File: src/rtl/arbiter_in_node_pkg.sv
// Shared encodings for the IN-node router: flit framing, download-stage status,
// destinations and the coherence command codes the decoder cares about.
package arbiter_in_node_pkg;

    localparam int FLIT_W = 16;
    localparam int CMD_W  = 5;

    localparam logic [1:0] CTRL_RSVD = 2'b00;
    localparam logic [1:0] CTRL_HEAD = 2'b01;
    localparam logic [1:0] CTRL_BODY = 2'b10;
    localparam logic [1:0] CTRL_TAIL = 2'b11;

    localparam logic [1:0] DL_IDLE = 2'b00;
    localparam logic [1:0] DL_BUSY = 2'b01;
    localparam logic [1:0] DL_RDY  = 2'b10;

    // Replies carry cmd[4]=1; requests carry cmd[4]=0.
    localparam logic [CMD_W-1:0] CMD_INSTREP   = 5'b10100;
    localparam logic [CMD_W-1:0] CMD_NACKREP   = 5'b10101;
    localparam logic [CMD_W-1:0] CMD_EXREP     = 5'b11001;
    localparam logic [CMD_W-1:0] CMD_C2CINVREP = 5'b11011;
    localparam logic [CMD_W-1:0] CMD_SCFLUREP  = 5'b11100;

    typedef enum logic [1:0] {
        DEST_NONE = 2'd0,
        DEST_IC   = 2'd1,
        DEST_DC   = 2'd2,
        DEST_MEM  = 2'd3
    } dest_e;

    typedef enum logic [1:0] {
        ST_IDLE = 2'd0,
        ST_FWD  = 2'd1,
        ST_DROP = 2'd2
    } route_state_e;

    function automatic logic is_request(input logic [CMD_W-1:0] cmd);
        return !cmd[CMD_W-1];
    endfunction

endpackage

File: src/rtl/arbiter_in_node_in_cmd_decode.sv
// Head-flit command decoder: picks the download stage and flags packets that
// end on their head flit.
module in_cmd_decode
    import arbiter_in_node_pkg::*;
(
    input  logic [CMD_W-1:0] cmd,
    output dest_e            dest,
    output logic             single_flit
);

    always_comb begin
        dest = DEST_DC;
        if (is_request(cmd)) begin
            dest = DEST_MEM;
        end else if (cmd == CMD_INSTREP) begin
            dest = DEST_IC;
        end
    end

    assign single_flit = (cmd == CMD_NACKREP) || (cmd == CMD_SCFLUREP) ||
                         (cmd == CMD_C2CINVREP);

endmodule

File: src/rtl/arbiter_in_node.sv
// IN-node router: steers flits from the IN FIFO to the ic/dc/mem download stages
// with zero-latency forwarding, dropping orphan and over-length traffic.
module arbiter_in_node
    import arbiter_in_node_pkg::*;
#(
    parameter int MAX_FLITS = 9
) (
    input  logic              clk,
    input  logic              rst,
    input  logic [FLIT_W-1:0] IN_flit,
    input  logic              v_IN_flit,
    input  logic [1:0]        IN_flit_ctrl,
    output logic              IN_pop,
    input  logic [1:0]        ic_download_state,
    input  logic [1:0]        dc_download_state,
    input  logic [1:0]        mem_download_state,
    output logic [FLIT_W-1:0] OUT_flit,
    output logic [1:0]        OUT_flit_ctrl,
    output logic              v_flit_ic,
    output logic              v_flit_dc,
    output logic              v_flit_mem,
    output logic              err_orphan,
    output logic              err_len
);

    localparam logic [3:0] MAX_CNT = 4'(MAX_FLITS);

    route_state_e state_q, state_n;
    dest_e        dest_q, dest_n;
    logic [3:0]   cnt_q, cnt_n;

    dest_e      head_dest;
    logic       head_single;
    logic [1:0] head_dest_state;
    dest_e      fwd_dest;
    logic       fwd_en;
    logic       set_orphan;
    logic       set_len;

    in_cmd_decode u_decode (
        .cmd         (IN_flit[9:5]),
        .dest        (head_dest),
        .single_flit (head_single)
    );

    always_comb begin
        case (head_dest)
            DEST_IC:  head_dest_state = ic_download_state;
            DEST_DC:  head_dest_state = dc_download_state;
            DEST_MEM: head_dest_state = mem_download_state;
            default:  head_dest_state = DL_BUSY;
        endcase
    end

    always_comb begin
        state_n    = state_q;
        dest_n     = dest_q;
        cnt_n      = cnt_q;
        IN_pop     = 1'b0;
        fwd_en     = 1'b0;
        fwd_dest   = dest_q;
        set_orphan = 1'b0;
        set_len    = 1'b0;
        if (!rst && v_IN_flit) begin
            case (state_q)
                ST_IDLE: begin
                    if (IN_flit_ctrl != CTRL_HEAD) begin
                        IN_pop     = 1'b1;
                        set_orphan = 1'b1;
                    end else if (head_dest_state == DL_IDLE) begin
                        IN_pop   = 1'b1;
                        fwd_en   = 1'b1;
                        fwd_dest = head_dest;
                        cnt_n    = 4'd1;
                        if (!head_single) begin
                            state_n = ST_FWD;
                            dest_n  = head_dest;
                        end
                    end
                end
                ST_FWD: begin
                    IN_pop = 1'b1;
                    // Body flits go out regardless of stage status: the stage stays busy until the tail.
                    if (cnt_q < MAX_CNT) begin
                        fwd_en = 1'b1;
                        cnt_n  = cnt_q + 4'd1;
                    end else begin
                        set_len = 1'b1;
                        state_n = ST_DROP;
                    end
                    if (IN_flit_ctrl == CTRL_TAIL) begin
                        state_n = ST_IDLE;
                        dest_n  = DEST_NONE;
                        cnt_n   = 4'd0;
                    end
                end
                ST_DROP: begin
                    IN_pop = 1'b1;
                    if (IN_flit_ctrl == CTRL_TAIL) begin
                        state_n = ST_IDLE;
                        dest_n  = DEST_NONE;
                        cnt_n   = 4'd0;
                    end
                end
                default: begin
                    state_n = ST_IDLE;
                    dest_n  = DEST_NONE;
                    cnt_n   = 4'd0;
                end
            endcase
        end
    end

    always_ff @(posedge clk) begin
        if (rst) begin
            state_q    <= ST_IDLE;
            dest_q     <= DEST_NONE;
            cnt_q      <= 4'd0;
            err_orphan <= 1'b0;
            err_len    <= 1'b0;
        end else begin
            state_q    <= state_n;
            dest_q     <= dest_n;
            cnt_q      <= cnt_n;
            err_orphan <= err_orphan | set_orphan;
            err_len    <= err_len | set_len;
        end
    end

    assign OUT_flit      = IN_flit;
    assign OUT_flit_ctrl = IN_flit_ctrl;
    assign v_flit_ic     = fwd_en && (fwd_dest == DEST_IC);
    assign v_flit_dc     = fwd_en && (fwd_dest == DEST_DC);
    assign v_flit_mem    = fwd_en && (fwd_dest == DEST_MEM);

endmodule

File: config.mk
export PLATFORM = sky130hd
export DESIGN_NAME = arbiter_in_node
export DESIGN_NICKNAME = d
export VERILOG_FILES = /design/src/rtl/arbiter_in_node_pkg.sv /design/src/rtl/arbiter_in_node_in_cmd_decode.sv /design/src/rtl/arbiter_in_node.sv
export SDC_FILE = /design/constraint.sdc
export NUM_CORES = 1
export LEC_CHECK = 0
export ABC_AREA = 0
export CORE_UTILIZATION = 30
export CTS_CLUSTER_DIAMETER = 200
export DETAILED_ROUTE_END_ITERATION = 8
export GPL_TIMING_DRIVEN = 0
export PLACE_DENSITY_LB_ADDON = 0.2
export SLEW_MARGIN = 15
export SYNTH_ARGS = -nofsm -noshare
export SYNTH_HDL_FRONTEND = slang
export SYNTH_SLANG_ARGS = --single-unit
File: constraint.sdc
create_clock -name clk -period 2.3 [get_ports clk]
set_input_delay 0.46 -clock clk [delete_from_list [all_inputs] [get_ports clk]]
set_output_delay 0.46 -clock clk [all_outputs]
set_load 0.1 [all_outputs]
==> metrics.txt, run 1 <==
status=complete, but fails checks; violated checks=design-rule violations, negative setup slack; clk slew on worst S/H paths=around 60 ps; area of the die=about 3400 µm²; unrepaired setup endpoints after global routing=yes; total number of cells along the worst setup path=7; Arrival @ worst endpoint=roughly 2000 ps; nets@finish=205; post-synthesis adder-cell area fraction=7.99%; CP peak stage delay=~360 ps; Worst Setup End Kind=output port; total leakage power=0.668 nW; most common library cell in the layout ignoring fill and taps=buf_4; fraction of layout instances using a drive strength above 1=between 40% and 50%; number of buffers added on ports=39; highest attainable clock frequency=410 MHz; top library cells by usage in the layout, fill and taps aside=buf_4 (29), clkdlybuf4s50_1 (17), dlygate4sd2_1 (12); number of antenna violations at the first check in global routing=0; via count=approximately 1000; number of buffers on the longest clock path=2; fraction of the mapped netlist area in compound gates=23.3%; # diodes=0; antenna violation net count after detailed routing=0; number of clock sinks=10; worst setup path category=in -> out; final setup skew=about 2.6 ps; synthesized cell area=between 900 and 1000 µm²; Synth async-reset ratio=0%; part of the Yosys area used for sequential elements=a little over a fifth; slowest cell on the critical path=nor4b_4; Worst Path Buf+Inv=2; Die Ht=slightly below 60 µm; Worst IR Drop VDD=~220 µV; Min Hold Slack=470 ps; number of enable-type register cells in the synthesized netlist=0; total of fill cells in the finished design=270; worst rel slew slack=a little over a third; clock root buffer=clkbuf_4; chain of cells forming the critical path=buf_8 -> nor4b_4 -> mux2i_4 -> nor3_4 -> mux2_4 -> nor2_4 -> buf_12; core region area=2850 µm²; wire length per cell after detailed routing=approximately 12 µm; number of setup violations in the final report=4; wire length of the first global-routing pass=around 3900 µm; Power per Cell Area=roughly 380 nW/µm²; gr ovfl total=0; Reg area=approximately 200 µm²; count of distinct cell types in the synthesized netlist=40; largest family of logic cells by synthesized area=compound AO/OA/AOI/OAI gates; total of flip-flops plus latches after synthesis=10; TritonCTS buffer count=3; row cnt=19; Placer Congestion=just under 0.8; mean area per synthesized cell=about 8.0 µm²; shortest clock period the worst path allows after layout=2440 ps; Yosys Warn Count=0; DRC=4; xor/xnor share of the synthesized area=less than 1%; transition time at the pin with the least slew margin=967 ps; CTS tree=yes; largest net degree at the start of global routing=11; Multi-input gate area=slightly below 700 µm²; critical path startpoint category=primary input; path class of the lowest-slack min-delay path=reg -> reg; worst hold path cell count=2; chip width=58.0 µm; Critical Path Fanout Max=4; total detailed-routing wirelength=around 2400 µm; clock insertion delay at the later pin of the skew report=260 ps; most instantiated flip-flop cell in the synthesis netlist=dfxtp_1; drt first-iter violations=20; worst slack, placed=-1650 ps; part of the cycle the worst path needs=106%; growth of design area from synthesis to finish=71.9%; number of instances in the synthesized netlist=about 120; starting density of the core=about a third; final setup margin=-141 ps; max-slew violation count=0; syn nets=150; Final Core Density=around 57%; critical path required time=between 1500 and 2000 ps; share of cell area taken by muxes after synthesis=around 4.5%; final count of hold timing violations=0; total power of the final layout=~600 µW; # IOs=51; hold buffers post-CTS=0; max-cap violation count=0; Worst Reg2Reg Path Length in Cells=7; number of optimization iterations in the first detailed-route pass=6; HPWL after detailed placement=approximately 1800 µm; post-detailed-route via-to-cell ratio=5.05; via count of the first global-routing pass=857; synthesized-area fraction occupied by and/or/nand/nor cells=22.8%; gate family responsible for the most delay along the worst path=multiplexers; H-tree depth reported by CTS=1; GRT Overall Usage=between 10 and 15%
[logic make-up after synthesis]
logic type,after synthesis
and+or+nand+nor,38
AOI/OAI and AO/OA,30
buffers and inverters,28
DFF,10
adders and majority gates,6
muxes,4
xor gates and xnor gates,1
[worst paths after layout]
check | from | end | slack (ps)
setup / recovery | IN_flit[6] | v_flit_ic | -140
hold / removal | err_orphan$_SDFF_PP0_ | err_orphan$_SDFF_PP0_ | 470
setup reg to reg | state_q[0]$_SDFFE_PP0P_ | dest_q[1]$_SDFFE_PP0P_ | 410
hold reg to reg | err_orphan$_SDFF_PP0_ | err_orphan$_SDFF_PP0_ | 470
[power breakdown]
group | total (mW) | internal (mW) | leakage (nW) | switching, mW
combinational | 0.317 | 0.105 | 0.572 | 0.213
clock | 0.116 | 0.0603 | 0.0138 | 0.0559
sequential | 0.179 | 0.177 | 0.0820 | 0.00238
total | 0.613 | 0.342 | 0.668 | 0.271
[synth_stat cells, types with 2 or more instances]
cell type	number	area (µm²)
a211o_1	3	26.3
a21oi_1	4	20.0
a31o_2	2	17.5
a31oi_1	2	12.5
buf_4	18	135
dfxtp_1	10	200
ha_1	6	75.1
inv_1	8	30.0
mux2_1	2	22.5
mux2i_1	2	20.0
nand2_1	8	30.0
nand2b_1	2	12.5
nand3_1	4	20.0
nor2_1	10	37.5
nor3_1	3	15.0
o21ai_0	6	30.0
o21ai_1	4	20.0
[flip-flops by register name, indices dropped and copies added (netlist names)]
| register | cells |
|---|---|
| cnt_q | 4 |
| dest_q | 2 |
| err_len | 1 |
| err_orphan | 1 |
| state_q | 2 |
[repair_timing]
item | in CTS | in global routing
buffers inserted | 5 | 6
gates resized for setup | 85 | 9
endpoints found under the setup margin | 11 | 5
pin swaps | 9 | 6
[final cells by class]
class                      instances  area share, %
sequential                        10           12.5
multi-input combinational         79           41.8
clock buffer                       3           1.39
buffer                            20           9.30
tap                               31           2.40
timing repair buffer              50           30.5
inverter                           8           2.09
[metal layers]
layer	vias up	track usage, %	share of wire (%)
li1	507	-	-
met1	470	19.3	42
met2	37	24.6	50
met3	2	4.91	7.5
met4	0	2.04	0.41
met5	-	0	0
[worst reg2reg max path: stages (launching register included)]
cell	delay, ps
dfxtp_2	360
inv_2	60
ha_4	180
buf_4	150
and2_1	140
a221oi_1	470
nand2_1	170
a31o_1	250
[per-stage QoR]
stage,cells,TNS (ps),cell area (µm²)
2_1_floorplan,117,-686,991
3_3_place_gp,187,-9800,1420
3_5_place_dp,187,-10140,1420
4_1_cts,195,-552,1550
5_1_grt,201,-696,1620
6_report,201,-397,1620
No activity file was read; power rests on OpenSTA's default activity.
==> run 2, diff against run 1 <==
--- a/config.mk
+++ b/config.mk
@@ -7,11 +7,9 @@
 export LEC_CHECK = 0
 export ABC_AREA = 0
 export CORE_UTILIZATION = 30
-export CTS_CLUSTER_DIAMETER = 200
 export DETAILED_ROUTE_END_ITERATION = 8
 export GPL_TIMING_DRIVEN = 0
 export PLACE_DENSITY_LB_ADDON = 0.2
-export SLEW_MARGIN = 15
 export SYNTH_ARGS = -nofsm -noshare
 export SYNTH_HDL_FRONTEND = slang
 export SYNTH_SLANG_ARGS = --single-unit
==> results of run 2 <==
The final DEF is identical to that of run 1; final timing and power are the same.
